### src/rtl/ex_muldiv.sv
// ex_muldiv: iterative 32-bit multiply/divide unit for the EX stage.
// Handles MULT/MULTU/DIV/DIVU. Each operation takes 34 cycles: one to latch
// operands, 32 to iterate, one to apply signs and write HI/LO, then a
// one-cycle DONE. HI/LO are the architectural registers used by
// MFHI/MFLO/MTHI/MTLO.
// Ports:
//   clk, rst       clock (rising edge) / async active-low reset
//   start, op      launch; op 00 MULT, 01 MULTU, 10 DIV, 11 DIVU
//   a, b           rs / rt operands
//   abort          cancel in-flight operation (flush)
//   wr_hi, wr_lo   MTHI/MTLO strobes, wdata is the write data
//   busy           CALC or FIX in progress (hazard-unit stall)
//   done           one-cycle pulse after HI/LO are written
//   hi, lo, result HI, LO and {HI,LO}
module ex_muldiv (
  input  logic        clk,
  input  logic        rst,
  input  logic        start,
  input  logic [1:0]  op,
  input  logic [31:0] a,
  input  logic [31:0] b,
  input  logic        abort,
  input  logic        wr_hi,
  input  logic        wr_lo,
  input  logic [31:0] wdata,
  output logic        busy,
  output logic        done,
  output logic [31:0] hi,
  output logic [31:0] lo,
  output logic [63:0] result
);

  typedef enum logic [1:0] {S_IDLE, S_CALC, S_FIX, S_DONE} state_t;

  state_t      r_state, w_next;
  logic [4:0]  r_cnt;
  logic        r_div;    // operation is a divide
  logic        r_sa;     // dividend / multiplicand was negative
  logic        r_sb;     // divisor / multiplier was negative
  logic        r_dz;     // divide by zero
  logic [31:0] r_opnd;   // |b|: multiplicand for multiply, divisor for divide
  logic [63:0] r_acc;    // multiply: {partial, multiplier}; divide: {rem, quotient}
  logic [31:0] r_hi, r_lo;
  logic        r_done;

  logic        w_accept;
  logic        w_signed, w_sa, w_sb;
  logic [31:0] w_abs_a, w_abs_b;
  logic [32:0] w_madd;
  logic [63:0] w_mul_nx;
  logic [32:0] w_shift, w_trial;
  logic [63:0] w_div_nx;
  logic [63:0] w_prod;
  logic [31:0] w_quo, w_rem;
  logic [31:0] w_fix_hi, w_fix_lo;

  // Writes and launches are accepted only while not busy.
  assign w_accept = start && (r_state == S_IDLE || r_state == S_DONE);

  // Magnitudes use plain unsigned negation, so |0x80000000| stays 0x80000000.
  assign w_signed = ~op[0];
  assign w_sa     = w_signed & a[31];
  assign w_sb     = w_signed & b[31];
  assign w_abs_a  = w_sa ? (32'd0 - a) : a;
  assign w_abs_b  = w_sb ? (32'd0 - b) : b;

  // Shift-add step: add multiplicand to upper half when the multiplier LSB
  // is set, then shift the whole accumulator right by one.
  assign w_madd   = {1'b0, r_acc[63:32]} + (r_acc[0] ? {1'b0, r_opnd} : 33'd0);
  assign w_mul_nx = {w_madd, r_acc[31:1]};

  // Restoring-division step: shift the next dividend bit into the remainder
  // and keep the subtraction only if it did not go negative.
  assign w_shift  = {r_acc[63:32], r_acc[31]};
  assign w_trial  = w_shift - {1'b0, r_opnd};
  assign w_div_nx = w_trial[32] ? {w_shift[31:0], r_acc[30:0], 1'b0}
                                : {w_trial[31:0], r_acc[30:0], 1'b1};

  // Sign fix-up. A zero divisor leaves rem=|a|, so hi=a falls out of the
  // remainder rule; only lo needs forcing to all-ones.
  assign w_prod   = (r_sa ^ r_sb) ? (64'd0 - r_acc) : r_acc;
  assign w_quo    = (r_sa ^ r_sb) ? (32'd0 - r_acc[31:0]) : r_acc[31:0];
  assign w_rem    = r_sa ? (32'd0 - r_acc[63:32]) : r_acc[63:32];
  assign w_fix_hi = r_div ? w_rem : w_prod[63:32];
  assign w_fix_lo = r_div ? (r_dz ? 32'hFFFF_FFFF : w_quo) : w_prod[31:0];

  always_ff @(posedge clk or negedge rst) begin
    if (!rst) r_state <= S_IDLE;
    else      r_state <= w_next;
  end

  always_comb begin
    w_next = r_state;
    case (r_state)
      S_IDLE: if (start) w_next = S_CALC;
      S_DONE: w_next = start ? S_CALC : S_IDLE;
      S_CALC: begin
        if (abort)               w_next = S_IDLE;
        else if (r_cnt == 5'd31) w_next = S_FIX;
      end
      S_FIX:  w_next = abort ? S_IDLE : S_DONE;
      default: w_next = S_IDLE;
    endcase
  end

  always_ff @(posedge clk or negedge rst) begin
    if (!rst) begin
      r_cnt  <= '0;
      r_div  <= 1'b0;
      r_sa   <= 1'b0;
      r_sb   <= 1'b0;
      r_dz   <= 1'b0;
      r_opnd <= '0;
      r_acc  <= '0;
      r_hi   <= '0;
      r_lo   <= '0;
      r_done <= 1'b0;
    end else begin
      r_done <= 1'b0;
      // MTHI/MTLO land even on the same edge as a launch; FIX overwrites later.
      if (r_state == S_IDLE || r_state == S_DONE) begin
        if (wr_hi) r_hi <= wdata;
        if (wr_lo) r_lo <= wdata;
      end
      if (w_accept) begin
        r_cnt  <= '0;
        r_div  <= op[1];
        r_sa   <= w_sa;
        r_sb   <= w_sb;
        r_dz   <= op[1] && (b == 32'd0);
        r_opnd <= w_abs_b;
        r_acc  <= {32'd0, w_abs_a};
      end else if (r_state == S_CALC) begin
        if (abort) begin
          r_cnt <= '0;
        end else begin
          r_cnt <= r_cnt + 5'd1;
          r_acc <= r_div ? w_div_nx : w_mul_nx;
        end
      end else if (r_state == S_FIX && !abort) begin
        r_hi   <= w_fix_hi;
        r_lo   <= w_fix_lo;
        r_done <= 1'b1;
      end
    end
  end

  assign busy   = (r_state == S_CALC) || (r_state == S_FIX);
  assign done   = r_done;
  assign hi     = r_hi;
  assign lo     = r_lo;
  assign result = {r_hi, r_lo};

endmodule

### config.mk
export PLATFORM = sky130hd
export DESIGN_NAME = ex_muldiv
export DESIGN_NICKNAME = d
export VERILOG_FILES = /design/src/rtl/ex_muldiv.sv
export SDC_FILE = /design/constraint.sdc
export NUM_CORES = 1
export LEC_CHECK = 0
export BUFFER_PORTS_ARGS = -buffer_cell sky130_fd_sc_hd__buf_2
export CORE_MARGIN = 1.5
export CORE_UTILIZATION = 47
export CTS_CLUSTER_DIAMETER = 30
export CTS_CLUSTER_SIZE = 30
export DETAILED_ROUTE_END_ITERATION = 16
export GPL_TIMING_DRIVEN = 0
export HOLD_SLACK_MARGIN = 0.15
export PLACE_DENSITY = 0.75
export SETUP_SLACK_MARGIN = 0.4
export SLEW_MARGIN = 5
export SYNTH_ARGS = -nofsm -noshare
export SYNTH_HDL_FRONTEND = slang
export SYNTH_SLANG_ARGS = --single-unit
### constraint.sdc
create_clock -name clk -period 3.5 [get_ports clk]
set_input_delay 0.7 -clock clk [delete_from_list [all_inputs] [get_ports clk]]
set_output_delay 0.7 -clock clk [all_outputs]
set_load 0.1 [all_outputs]
Yosys cells after proc, flatten, opt, wreduce, memory -nomap -nowiden
Index checks and enable logic that the tools add are counted.
Widths: inputs -> output; s select.

word-level totals
  bits in registers = 172
  input bits = 104
  output and inout port bits = 130
  word-level logic and storage cells = 77

cells by class
  add/sub/neg operators = 8
  equality and inequality tests = 7
  mux-type cells = 36
  bitwise logic cells = 4
  reduce and logical (&&, ||, !) cells = 11

operators with widths
  operator               count
  $mux 32                18
  $mux 64                6
  $sub 1x32->32 const A  4
  $sub 1x64->64 const A  1
  $add 32x32->33         1
  $sub 33x32->33         1
  $logic_not 32->1       1
  $mux 5                 3
  $mux 2                 4
  $pmux 2 s4             1
  $add 5x1->5 const B    1
  $eq 5x5->1 const B     1
  $eq 2x2->1 const B     2
  $mux 1                 4
  $reduce_and 2->1       2
  $logic_and 1x1->1      3
  $ne 3x3->1 const B     1
  $and 1x1->1            2
  $eq 2x1->1 const B     1
  $logic_not 2->1        1
  $logic_or 1x1->1       2
  $ne 2x1->1 const B     1
  $ne 2x2->1 const B     1
  $reduce_bool 2->1      1
  other kinds (3)        3

Depth between registers and ports, before layout
Gate-level depths: netlist of run 1.

  depth after elaboration = 7
  gate-level depth with buffers = 15
  depth with buffers taken out = 14

Worst setup path after synthesis of run 1
Ideal clock, no wire load.

  path kind = register to register
  start = register r_acc[0]
  end = register r_acc[59]
  library setup time = 0.094 ns
  data arrival time = 3.054 ns
  required time = 3.406 ns
  setup slack = 0.352 ns
  stages on the path, launching flop included = 15
  path buffers = 1
  period minus slack after synthesis = 3.148 ns
  cells stage by stage = dfrtp_1 -> inv_1 -> clkbuf_1 -> nor2_1 -> ha_1 -> o21a_1 -> o31a_1 -> o41ai_2 -> o31ai_4 -> a31oi_1 -> o31ai_2 -> a31oi_1 -> o21bai_1 -> xnor2_1 -> a211oi_1

between the ends
  longest elaborated chain between the ends = 6

RTL lines
  what                    RTL line  source
  from (decl)             42        logic [63:0] r_acc;
  from (signal assigned)  132       r_acc <= {32'd0, w_abs_a};
  from (signal assigned)  138       r_acc <= r_div ? w_div_nx : w_mul_nx;
  $mux 32                 69        assign w_madd = {1'b0, r_acc[63:32]} + (r_acc[0] ? {1'b0, r_opnd} : 33'd0);
  $add 32x32->33          69
  $mux 64                 138
  $mux 64                 134       if (abort) begin
  $mux 64                 133       end else if (r_state == S_CALC) begin
  $mux 64                 125       if (w_accept) begin

No other way between the ends. The select of a mux whose other input is x is not followed.
A chain may end at the register's enable or synchronous reset.

Final worst setup path of run 1
  start = register r_acc[0]
  end = register r_acc[61]

The elaborated chain is that of the path after synthesis.

==> flow_results.xml, run 1 <==
<?xml version="1.0" encoding="UTF-8"?>
<metrics>
  <group name="final_layout">
    <metric name="drive_above_1_share" unit="%">26.8</metric>
    <metric name="final_net_count" unit="">2353</metric>
    <metric name="most_common_cell_after_layout_fill_and_taps_aside" unit="">nand2_1</metric>
    <metric name="finish.cell_count_without_fillers" unit="">2582</metric>
    <metric name="fillers" unit="">2701</metric>
    <metric name="layout.cells.most_common_list" unit="">nand2_1 (249), buf_2 (237), dfrtp_1 (152)</metric>
    <metric name="synth_to_layout_area_growth" unit="%">25.4</metric>
  </group>
  <group name="detailed_routing">
    <metric name="count_of_antenna_violating_nets_left_after_detailed_routing" unit="">0</metric>
    <metric name="drc_errors" unit="">0</metric>
    <metric name="drt_first_pass_iters" unit="">8</metric>
    <metric name="drt_total_wl" unit="mm">54.1</metric>
    <metric name="detail_route.iter0.violations" unit="">1504</metric>
    <metric name="route.vias.total" unit="">15500</metric>
    <metric name="drt-wirelength-per-cell" unit="um">21.0</metric>
    <metric name="detail_route.vias_per_cell" unit="">6.02</metric>
  </group>
  <group name="synth">
    <metric name="syn_avg_cell_area" unit="um2">8.04</metric>
    <metric name="post_synthesis_cells" unit="">1851</metric>
    <metric name="postSynthRegisterBits" unit="">172</metric>
    <metric name="synth_fa_ha_area_share" unit="%">6.58</metric>
    <metric name="ys_warn_count" unit="">0</metric>
    <metric name="synth_nets" unit="">2032</metric>
    <metric name="synth.distinct_cells" unit="">84</metric>
    <metric name="synth.area.mux_share" unit="%">5.84</metric>
    <metric name="combinational_family_with_the_most_area_after_synthesis" unit="">compound AO/OA/AOI/OAI gates</metric>
    <metric name="synth-compound-area-share" unit="%">22.7</metric>
    <metric name="synthXorXnorAreaFrac" unit="%">10.0</metric>
    <metric name="synth-edff-count" unit="">0</metric>
    <metric name="synthSimpleGateAreaFrac" unit="%">18.1</metric>
    <metric name="async_flop_share" unit="%">100</metric>
    <metric name="syn_area" unit="um2">14900</metric>
    <metric name="yosysSeqAreaShare" unit="%">28.9</metric>
    <metric name="dominantRegCellSynth" unit="">dfrtp_1</metric>
  </group>
  <group name="sta">
    <metric name="worstMarginPinSlew" unit="ns">0.778</metric>
    <metric name="setup_slack" unit="ns">0.126</metric>
    <metric name="worst_slew_margin_rel" unit="%">48.1</metric>
    <metric name="hold_ws" unit="ns">0.153</metric>
    <metric name="setup-tns-final" unit="ns">0</metric>
    <metric name="max_freq" unit="GHz">0.296</metric>
    <metric name="timing_max_transition_violations_final" unit="">0</metric>
    <metric name="final_period_minus_worst_setup_slack" unit="ns">3.37</metric>
    <metric name="clock-skew-final" unit="ns">0.0165</metric>
    <metric name="setup_viol" unit="">0</metric>
    <metric name="timing.final.crit_share" unit="%">96.4</metric>
    <metric name="hold_violations" unit="">0</metric>
    <metric name="rsz0062_at_grt" unit="">yes</metric>
  </group>
  <group name="placed_design">
    <metric name="numPortBuffers" unit="">233</metric>
    <metric name="place_inst" unit="">2481</metric>
    <metric name="post-dp-hpwl" unit="mm">40.3</metric>
    <metric name="gp_congestion" unit="">0.999</metric>
    <metric name="dp_worst_setup_slack" unit="ns">-0.743</metric>
  </group>
  <group name="floorplan">
    <metric name="placeable_core_area" unit="um2">30900</metric>
    <metric name="die_x" unit="um">181</metric>
    <metric name="initial_core_util" unit="%">48.1</metric>
    <metric name="rows" unit="">64</metric>
    <metric name="die_height" unit="um">181</metric>
    <metric name="count_of_boundary_i_o_pins" unit="">234</metric>
    <metric name="die_area" unit="um2">32700</metric>
  </group>
  <group name="global_route">
    <metric name="wire_length_of_the_first_global_routing_pass" unit="mm">82.0</metric>
    <metric name="globalRouteTotalUtil" unit="%">32.1</metric>
    <metric name="grt_max_degree" unit="">111</metric>
    <metric name="grt_overflow" unit="">0</metric>
    <metric name="antenna_violations_before_repair" unit="">1</metric>
    <metric name="grt_pass1_vias" unit="">14700</metric>
  </group>
  <group name="critical_path">
    <metric name="timing.setup.critical_path_class" unit="">reg2reg</metric>
    <metric name="cell_count_of_the_worst_reg_to_reg_path" unit="">17</metric>
    <metric name="critical_path.reg2reg.startpoint" unit="">r_acc[0]$_DFFE_PN0P_</metric>
    <metric name="end_kind" unit="">register</metric>
    <metric name="critical_path_required" unit="ns">3.86</metric>
    <metric name="crit_path_start_kind" unit="">register</metric>
    <metric name="r2r_slack" unit="ns">0.13</metric>
    <metric name="r2r_end" unit="">r_acc[61]$_DFFE_PN0P_</metric>
    <metric name="crit_arrival" unit="ns">3.74</metric>
    <metric name="worstPathMaxFanout" unit="">4</metric>
  </group>
  <group name="clock_network">
    <metric name="insertion_delay_of_the_later_clocked_pin_in_the_worst_skew_pair" unit="ns">0.46</metric>
    <metric name="cts_root_buf" unit="">clkbuf_16</metric>
    <metric name="clock_sinks" unit="">172</metric>
    <metric name="ctsLongestPathBuffers" unit="">2</metric>
    <metric name="numCtsBuffers" unit="">17</metric>
    <metric name="cts.reportedPaths.clkPinSlew" unit="ns">0.09</metric>
    <metric name="htree_levels" unit="">4</metric>
    <metric name="clock_tree_from_tritoncts" unit="">yes</metric>
  </group>
  <group name="run">
    <metric name="max_cap_viol_count" unit="">0</metric>
  </group>
  <group name="run_status">
    <metric name="run_status" unit="">finished, final reports clean</metric>
  </group>
  <group name="worst_hold_path">
    <metric name="holdCritPathClass" unit="">in2async</metric>
  </group>
</metrics>
## through the flow
step	area, um2	util [%]
finish	18700	60.3
global route	18700	60.3
CTS	18000	58.1
detailed placement	16600	53.6
global placement	16500	53.5
floorplan	14900	-
## cells in the mapped netlist (all sizes together), types with 5 or more instances
master	number	area share (%)
nand2	252	6.4
o21ai	186	6.3
dfrtp	172	29
nor2	145	3.7
a21oi	119	4.0
clkbuf	89	2.2
xnor2	89	5.2
buf	81	4.0
xor2	81	4.8
mux2i	80	5.4
ha	75	6.3
inv	60	1.5
o211ai	42	2.2
nor3	40	1.4
a32oi	33	1.9
a21o	27	1.4
nor2b	23	0.97
nand3	21	0.71
nand2b	19	0.80
a31oi	18	0.80
a22oi	16	0.84
nor4	15	0.77
o31ai	14	0.83
o41ai	14	0.98
or3	12	0.54
a211oi	11	0.56
or4	10	0.56
and3	8	0.34
nand4	8	0.34
o21bai	8	0.40
o21a	7	0.35
and2	6	0.25
mux2	6	0.45
o22ai	6	0.25
a21boi	5	0.25
a41oi	5	0.29
## repair_timing
action / in CTS / in global routing
endpoints found under the setup margin: 106 / 106
pin swaps: 36 / 57
resized for setup: 118 / 128
hold buffers: 0 / 0
gates cloned: 2 / 2
setup buffers: 40 / 24
## metal layers
metal / wire length [um] / vias up / GRT usage, %
met5: 0 / - / 0
met4: 1660 / 0 / 10.5
met3: 5260 / 111 / 6.57
met2: 24900 / 856 / 52.0
met1: 22300 / 7386 / 42.7
li1: - / 7182 / -
## registers in the layout (all words and copies together) (netlist names)
register	count
lo	32
r_acc	64
done	1
r_sb	1
hi	32
r_opnd	32
r_cnt	5
r_state	2
r_dz	1
r_div	1
r_sa	1
## layout make-up
class                           instances  area, um2  share of cell area (%)
Tap cell                              396        495                    2.66
Inverter                               61        234                    1.25
Sequential cell                       172       4330                    23.2
Buffer                                170       1020                    5.48
Clock inverter                         15        176                   0.946
Antenna cell                            1       2.50                  0.0134
Multi-Input combinational cell       1448      10100                    54.3
Timing Repair Buffer                  302       1840                    9.86
Clock buffer                           17        425                    2.28
## cells by family (layout without fill, tap and decap cells)
group	count (synthesis)	after routing
AO/OA/AOI/OAI	534	534
XOR/XNOR	170	170
adder cells (fa/ha/maj)	77	77
buffers and inverters	231	565
flip-flops	172	172
multiplexers	86	86
other	0	1
AND/OR/NAND/NOR	581	581
## critical path, cell delays in order, from the launching register on
cell,delay [ns]
dfrtp_2,0.45
and2_4,0.18
ha_4,0.12
inv_2,0.03
fa_2,0.36
nor2b_4,0.15
o31a_1,0.21
o41ai_4,0.07
buf_4,0.16
o31ai_4,0.34
buf_4,0.19
buf_6,0.09
a21boi_4,0.07
o22ai_2,0.16
mux2_4,0.32
o21ai_2,0.10
o21ai_1,0.07
a41oi_1,0.18
## how the worst max path moves through the flow
| stage | startpoint | endpoint | slack, ns | depth (start not counted) |
|---|---|---|---|---|
| detailed placement | r_acc[31]$_DFFE_PN0P_ | r_acc[56]$_DFFE_PN0P_ | -0.74 | 15 |
| floorplan | r_acc[31]$_DFFE_PN0P_ | r_acc[56]$_DFFE_PN0P_ | 0.41 | 15 |
| CTS | r_acc[0]$_DFFE_PN0P_ | r_acc[59]$_DFFE_PN0P_ | 0.08 | 15 |
| global route | r_acc[0]$_DFFE_PN0P_ | r_acc[59]$_DFFE_PN0P_ | 0.02 | 15 |
| global placement | rst | r_opnd[11]$_DFFE_PN0P_ | -1.09 | 1 |
| finish | r_acc[0]$_DFFE_PN0P_ | r_acc[61]$_DFFE_PN0P_ | 0.13 | 17 |
Power of run 1 is left out: the tool's default activity adds up to more than one toggle a clock period on the data nets, which glitch-free logic cannot reach.
==> run 2: changes to the inputs <==
Settings changed: CELL_PAD_IN_SITES_DETAIL_PLACEMENT from default to 1, CELL_PAD_IN_SITES_GLOBAL_PLACEMENT from default to 2, CORE_UTILIZATION 47 to 34, PLACE_DENSITY 0.75 to 0.88.
==> run 2 against run 1 <==
Against the previous run:
- the flow now finishes with violations (negative setup slack)
- sequential cell count did not move
- largest cell class unchanged
- non-clock buffer count rose by 18
- via count rose by 0.28%
- core utilization fell by 16 points
- sequential share of layout area fell by 0.74 points
- cell count rose by 8.1%
- global-route usage fell by 4.7 points
- register-to-register slack got worse by 0.17 ns
- critical path depth fell by 4
==> flow_results.xml, run 2 (synthesis results as in run 1) <==
<?xml version="1.0" encoding="UTF-8"?>
<metrics>
  <group name="critical_path">
    <metric name="cell_count_of_the_worst_reg_to_reg_path" unit="">13</metric>
    <metric name="crit_path_cell_trace" unit="">inv_1 &gt; fa_2 &gt; nor2b_4 &gt; o31a_1 &gt; o41ai_4 &gt; buf_4 &gt; o31ai_4 &gt; a31oi_4 &gt; o31ai_4 &gt; a41oi_1 &gt; xnor2_1 &gt; a22oi_1 &gt; o21ai_1</metric>
    <metric name="r2r_slack" unit="ns">-0.04</metric>
    <metric name="critical_path_required" unit="ns">3.82</metric>
    <metric name="critical_path.reg2reg.startpoint" unit="">r_acc[33]$_DFFE_PN0P_</metric>
    <metric name="crit_path_start_kind" unit="">register</metric>
    <metric name="timing.setup.critical_path_class" unit="">reg2reg</metric>
    <metric name="crit_path_frequent_cell" unit="">o31ai_4</metric>
    <metric name="end_kind" unit="">register</metric>
    <metric name="crit_arrival" unit="ns">3.87</metric>
    <metric name="r2r_end" unit="">r_acc[57]$_DFFE_PN0P_</metric>
    <metric name="critPathSlowestCell" unit="">dfrtp_1</metric>
    <metric name="worstPathMaxFanout" unit="">8</metric>
    <metric name="worst_stage_delay_on_the_critical_path" unit="ns">0.59</metric>
  </group>
  <group name="sta">
    <metric name="rsz0062_at_grt" unit="">yes</metric>
    <metric name="setup_slack" unit="ns">-0.0413</metric>
    <metric name="timing_max_transition_violations_final" unit="">0</metric>
    <metric name="hold_ws" unit="ns">0.314</metric>
    <metric name="final_period_minus_worst_setup_slack" unit="ns">3.54</metric>
    <metric name="timing.final.crit_share" unit="%">101</metric>
    <metric name="max_freq" unit="GHz">0.282</metric>
    <metric name="setup-tns-final" unit="ns">-0.118</metric>
    <metric name="worst_slew_margin_rel" unit="%">40.8</metric>
    <metric name="setup_viol" unit="">4</metric>
    <metric name="worstMarginPinSlew" unit="ns">0.887</metric>
    <metric name="hold_violations" unit="">0</metric>
    <metric name="clock-skew-final" unit="ns">0.0153</metric>
  </group>
  <group name="final_layout">
    <metric name="synth_to_layout_area_growth" unit="%">29.6</metric>
    <metric name="fillers" unit="">5305</metric>
    <metric name="largest_register_ffs" unit="">64</metric>
    <metric name="finish.cell_count_without_fillers" unit="">2790</metric>
    <metric name="final_net_count" unit="">2371</metric>
    <metric name="max_flop_register" unit="">r_acc</metric>
    <metric name="stdcell_area" unit="um2">19300</metric>
    <metric name="drive_above_1_share" unit="%">28.8</metric>
    <metric name="most_common_cell_after_layout_fill_and_taps_aside" unit="">nand2_1</metric>
    <metric name="layout.cells.most_common_list" unit="">nand2_1 (245), buf_2 (235), dfrtp_1 (150)</metric>
  </group>
  <group name="floorplan">
    <metric name="die_x" unit="um">212</metric>
    <metric name="initial_core_util" unit="%">34.5</metric>
    <metric name="rows" unit="">76</metric>
    <metric name="count_of_boundary_i_o_pins" unit="">234</metric>
    <metric name="die_height" unit="um">212</metric>
    <metric name="die_area" unit="um2">45000</metric>
    <metric name="placeable_core_area" unit="um2">43200</metric>
  </group>
  <group name="clock_network">
    <metric name="insertion_delay_of_the_later_clocked_pin_in_the_worst_skew_pair" unit="ns">0.46</metric>
    <metric name="ctsLongestPathBuffers" unit="">2</metric>
    <metric name="cts_root_buf" unit="">clkbuf_16</metric>
    <metric name="clock_tree_from_tritoncts" unit="">yes</metric>
    <metric name="htree_levels" unit="">4</metric>
    <metric name="cts.reportedPaths.clkPinSlew" unit="ns">0.08</metric>
    <metric name="clock_sinks" unit="">172</metric>
    <metric name="numCtsBuffers" unit="">17</metric>
  </group>
  <group name="run_status">
    <metric name="run_status" unit="">complete, but fails checks</metric>
    <metric name="failed_checks" unit="">negative setup slack</metric>
  </group>
  <group name="global_route">
    <metric name="wire_length_of_the_first_global_routing_pass" unit="mm">94.1</metric>
    <metric name="grt_overflow" unit="">0</metric>
    <metric name="grt_pass1_vias" unit="">15900</metric>
    <metric name="antenna_violations_before_repair" unit="">3</metric>
    <metric name="grt_max_degree" unit="">106</metric>
    <metric name="globalRouteTotalUtil" unit="%">27.3</metric>
  </group>
  <group name="detailed_routing">
    <metric name="detail_route.vias_per_cell" unit="">5.58</metric>
    <metric name="route.vias.total" unit="">15600</metric>
    <metric name="drt-wirelength-per-cell" unit="um">22.4</metric>
    <metric name="count_of_antenna_violating_nets_left_after_detailed_routing" unit="">0</metric>
    <metric name="drt_total_wl" unit="mm">62.4</metric>
    <metric name="drt_first_pass_iters" unit="">5</metric>
    <metric name="drc_errors" unit="">0</metric>
    <metric name="detail_route.iter0.violations" unit="">1058</metric>
  </group>
  <group name="placed_design">
    <metric name="place_inst" unit="">2670</metric>
    <metric name="post-dp-hpwl" unit="mm">47.0</metric>
    <metric name="cell_area_after_placement" unit="um2">16800</metric>
    <metric name="gp_congestion" unit="">0.947</metric>
    <metric name="numPortBuffers" unit="">233</metric>
  </group>
  <group name="worst_hold_path">
    <metric name="holdCritPathClass" unit="">in2async</metric>
  </group>
  <group name="run">
    <metric name="max_cap_viol_count" unit="">0</metric>
  </group>
</metrics>
-- run 2: through the flow --
step | setup slack [ns] | util (%)
after floorplan | 0.411 | -
after global placement | -1.31 | 38.9
after detailed placement | -0.829 | 38.9
after CTS | 0.113 | 43.6
after global routing | -0.119 | 44.7
final | -0.0413 | 44.7
-- run 2: worst max-delay path: cells and delay by family, from the launching register on --
family | cells | cell delay [ns]
compound gates | 8 | 1.64
xor+xnor | 1 | 0.16
fa+ha+maj | 1 | 0.47
buf+inv | 2 | 0.37
flops | 1 | 0.59
simple gates | 1 | 0.16
-- run 2: what timing repair did --
action                                 4_1_cts  5_1_grt
setup endpoints to repair                  127      102
gates cloned                                 3        1
buffers inserted                            64       18
hold buffers                                 0        0
pin swaps                                   64       33
endpoints found under the hold margin        0        0
gates resized for setup                    207       88
-- run 2: worst max-delay path by stage --
stage / endpoint / slack [ns] / startpoint
3_3_place_gp: r_opnd[13]$_DFFE_PN0P_ / -1.31 / rst
6_report: r_acc[57]$_DFFE_PN0P_ / -0.04 / r_acc[33]$_DFFE_PN0P_
5_1_grt: r_acc[57]$_DFFE_PN0P_ / -0.12 / r_acc[33]$_DFFE_PN0P_
3_5_place_dp: r_acc[56]$_DFFE_PN0P_ / -0.83 / r_acc[31]$_DFFE_PN0P_
4_1_cts: r_acc[59]$_DFFE_PN0P_ / 0.11 / r_acc[0]$_DFFE_PN0P_
2_1_floorplan: r_acc[56]$_DFFE_PN0P_ / 0.41 / r_acc[31]$_DFFE_PN0P_
-- run 2: final cells by class --
| class | instances | area (um2) | share of cell area [%] |
|---|---|---|---|
| well taps | 585 | 732 | 3.80 |
| plain buffers | 170 | 1050 | 5.46 |
| clock buffers | 18 | 429 | 2.23 |
| repair buffers | 320 | 1970 | 10.2 |
| inverters | 61 | 236 | 1.23 |
| flip-flops and latches | 172 | 4330 | 22.5 |
| multi-input cells | 1448 | 10300 | 53.6 |
| diodes | 3 | 7.51 | 0.0389 |
| clock inverters | 13 | 179 | 0.928 |
-- run 2: metal layers --
metal  vias up  wire length (um)  global-route usage (%)
li1       7214                 -                       -
met1      7757             27600                    36.8
met2       525             29500                    45.2
met3        82              3900                    4.30
met4         0              1380                    7.66
met5         -                 0                       0
Power of run 2 is left out for the same reason.
==> run 3: changes to the inputs <==
Settings changed: RECOVER_POWER from default to 50.
==> run 3 against run 2 <==
Against the previous run:
- the flow finishes with violations (max-capacitance violations, max-slew violations, negative setup slack)
- final area down 0.45%
- non-clock buffer count did not move
- count of clock-buffer cells in the layout unchanged
- wire length hardly changed
- first-iteration DRC count up 1.7%
- sequential cell count is the same
- fmax barely moved
- worst hold slack better by 0.18 ns
==> flow_results.xml, run 3 (synthesis results as in run 1) <==
<?xml version="1.0" encoding="UTF-8"?>
<metrics>
  <group name="placed_design">
    <metric name="numPortBuffers" unit="">233</metric>
    <metric name="gp_congestion" unit="">0.947</metric>
    <metric name="cell_area_after_placement" unit="um2">16800</metric>
    <metric name="post-dp-hpwl" unit="mm">47.0</metric>
  </group>
  <group name="global_route">
    <metric name="grt_pass1_vias" unit="">15900</metric>
    <metric name="antenna_violations_before_repair" unit="">3</metric>
    <metric name="grt_overflow" unit="">0</metric>
    <metric name="wire_length_of_the_first_global_routing_pass" unit="mm">94.1</metric>
    <metric name="grt_max_degree" unit="">106</metric>
    <metric name="globalRouteTotalUtil" unit="%">27.3</metric>
  </group>
  <group name="clock_network">
    <metric name="clock_sinks" unit="">172</metric>
    <metric name="numCtsBuffers" unit="">17</metric>
    <metric name="clock_tree_from_tritoncts" unit="">yes</metric>
    <metric name="ctsLongestPathBuffers" unit="">2</metric>
    <metric name="insertion_delay_of_the_later_clocked_pin_in_the_worst_skew_pair" unit="ns">0.46</metric>
    <metric name="htree_levels" unit="">4</metric>
    <metric name="post_cts_hold_buffer_count" unit="">0</metric>
    <metric name="cts_root_buf" unit="">clkbuf_16</metric>
    <metric name="cts.reportedPaths.clkPinSlew" unit="ns">0.08</metric>
  </group>
  <group name="critical_path">
    <metric name="worst_stage_delay_on_the_critical_path" unit="ns">0.58</metric>
    <metric name="crit_path_cell_trace" unit="">inv_1 &gt; fa_2 &gt; nor2b_4 &gt; o31a_1 &gt; o41ai_4 &gt; buf_4 &gt; o31ai_4 &gt; a31oi_4 &gt; o31ai_4 &gt; a41oi_1 &gt; xnor2_1 &gt; a22oi_1 &gt; o21ai_1</metric>
    <metric name="worstPathMaxFanout" unit="">8</metric>
    <metric name="crit_path_frequent_cell" unit="">o31ai_4</metric>
    <metric name="critPathSlowestCell" unit="">dfrtp_1</metric>
    <metric name="critical_path.reg2reg.startpoint" unit="">r_acc[33]$_DFFE_PN0P_</metric>
    <metric name="crit_path_start_kind" unit="">register</metric>
    <metric name="end_kind" unit="">register</metric>
    <metric name="timing.setup.critical_path_class" unit="">reg2reg</metric>
    <metric name="critical_path_required" unit="ns">3.83</metric>
    <metric name="worstSetupStartpoint" unit="">r_acc[33]$_DFFE_PN0P_</metric>
    <metric name="crit_arrival" unit="ns">3.87</metric>
  </group>
  <group name="detailed_routing">
    <metric name="route.vias.total" unit="">15500</metric>
    <metric name="detail_route.vias_per_cell" unit="">5.57</metric>
    <metric name="count_of_antenna_violating_nets_left_after_detailed_routing" unit="">0</metric>
    <metric name="drt-wirelength-per-cell" unit="um">22.4</metric>
    <metric name="drt_first_pass_iters" unit="">5</metric>
    <metric name="drt_total_wl" unit="mm">62.5</metric>
    <metric name="drc_errors" unit="">0</metric>
    <metric name="detail_route.iter0.violations" unit="">1076</metric>
  </group>
  <group name="final_layout">
    <metric name="max_flop_register" unit="">r_acc</metric>
    <metric name="stdcell_area" unit="um2">19200</metric>
    <metric name="largest_register_ffs" unit="">64</metric>
    <metric name="synth_to_layout_area_growth" unit="%">29.0</metric>
    <metric name="layout.cells.most_common_list" unit="">nand2_1 (245), buf_2 (173), dfrtp_1 (150)</metric>
    <metric name="drive_above_1_share" unit="%">26.0</metric>
    <metric name="final_net_count" unit="">2371</metric>
    <metric name="most_common_cell_after_layout_fill_and_taps_aside" unit="">nand2_1</metric>
  </group>
  <group name="floorplan">
    <metric name="initial_core_util" unit="%">34.5</metric>
    <metric name="count_of_boundary_i_o_pins" unit="">234</metric>
    <metric name="rows" unit="">76</metric>
    <metric name="placeable_core_area" unit="um2">43200</metric>
    <metric name="die_x" unit="um">212</metric>
    <metric name="die_height" unit="um">212</metric>
    <metric name="die_area" unit="um2">45000</metric>
  </group>
  <group name="sta">
    <metric name="setup_viol" unit="">2</metric>
    <metric name="setup-tns-final" unit="ns">-0.0625</metric>
    <metric name="timing_max_transition_violations_final" unit="">105</metric>
    <metric name="hold_violations" unit="">0</metric>
    <metric name="rsz0062_at_grt" unit="">yes</metric>
    <metric name="worstMarginPinSlew" unit="ns">2.91</metric>
    <metric name="clock-skew-final" unit="ns">0.0172</metric>
    <metric name="final_period_minus_worst_setup_slack" unit="ns">3.54</metric>
    <metric name="max_freq" unit="GHz">0.282</metric>
    <metric name="worst_slew_margin_rel" unit="%">-93.7</metric>
    <metric name="timing.final.crit_share" unit="%">101</metric>
    <metric name="setup_slack" unit="ns">-0.0432</metric>
  </group>
  <group name="run">
    <metric name="max_cap_viol_count" unit="">1</metric>
  </group>
  <group name="worst_hold_path">
    <metric name="min-delay-start" unit="">r_opnd[25]$_DFFE_PN0P_</metric>
    <metric name="holdCritPathClass" unit="">reg2reg</metric>
  </group>
  <group name="run_status">
    <metric name="run_status" unit="">complete, but fails checks</metric>
    <metric name="failed_checks" unit="">max-capacitance violations, max-slew violations, negative setup slack</metric>
  </group>
</metrics>
## run 3: changes by cell type in the layout (fill, tap and decap cells not counted)
cell / delta
buf_2: -62
clkbuf_1: +62
buf_8: -1
clkbuf_2: +1
## run 3: path summary, 6_finish.rpt
check	end	slack, ns	depth (start not counted)
max	r_acc[57]$_DFFE_PN0P_	-0.04	13
min	r_opnd[25]$_DFFE_PN0P_	0.49	2
max reg2reg	r_acc[57]$_DFFE_PN0P_	-0.04	13
min reg2reg	r_opnd[25]$_DFFE_PN0P_	0.49	2
max in group asynchronous	r_opnd[0]$_DFFE_PN0P_	0.41	1
min in group asynchronous	lo[10]$_DFF_PN0_	1.18	1
## run 3: cell type report
class | count | area, um2
fillers | 5330 | 24000
diodes | 3 | 7.51
repair buffers | 320 | 1880
flip-flops and latches | 172 | 4330
clock buffers | 18 | 429
multi-input cells | 1448 | 10300
well taps | 585 | 732
plain buffers | 170 | 1050
inverters | 61 | 236
clock inverters | 13 | 179
## run 3: routing by layer
layer / vias to the layer above / routed length (um) / GRT usage [%]
met4: 0 / 1390 / 7.66
met1: 7722 / 27600 / 36.8
li1: 7217 / - / -
met3: 79 / 3920 / 4.30
met2: 529 / 29500 / 45.2
met5: - / 0 / 0
## run 3: metrics by stage
step | setup slack (ns) | util (%) | cells | hold WS (ns)
detailed placement | -0.829 | 38.9 | 2670 | 0.473
global route | -0.119 | 44.5 | 2790 | 0.519
finish | -0.0432 | 44.5 | 2790 | 0.492
floorplan | 0.411 | - | 1851 | 0.404
global placement | -1.31 | 38.9 | 2669 | 0.465
CTS | 0.113 | 43.6 | 2768 | 0.343
## run 3: worst max-delay path: cells and delay by family, from the launching register on
family,cells,cell delay (ns)
xor+xnor,1,0.16
buf+inv,2,0.37
fa+ha+maj,1,0.47
simple gates,1,0.16
flops,1,0.58
compound gates,8,1.66
## run 3: repair_timing
action,CTS,global route
setup endpoints to repair,127,102
gates cloned,3,1
buffers inserted,64,18
gates resized for setup,207,88
pin swaps,64,33
Power of run 3 is left out for the same reason.
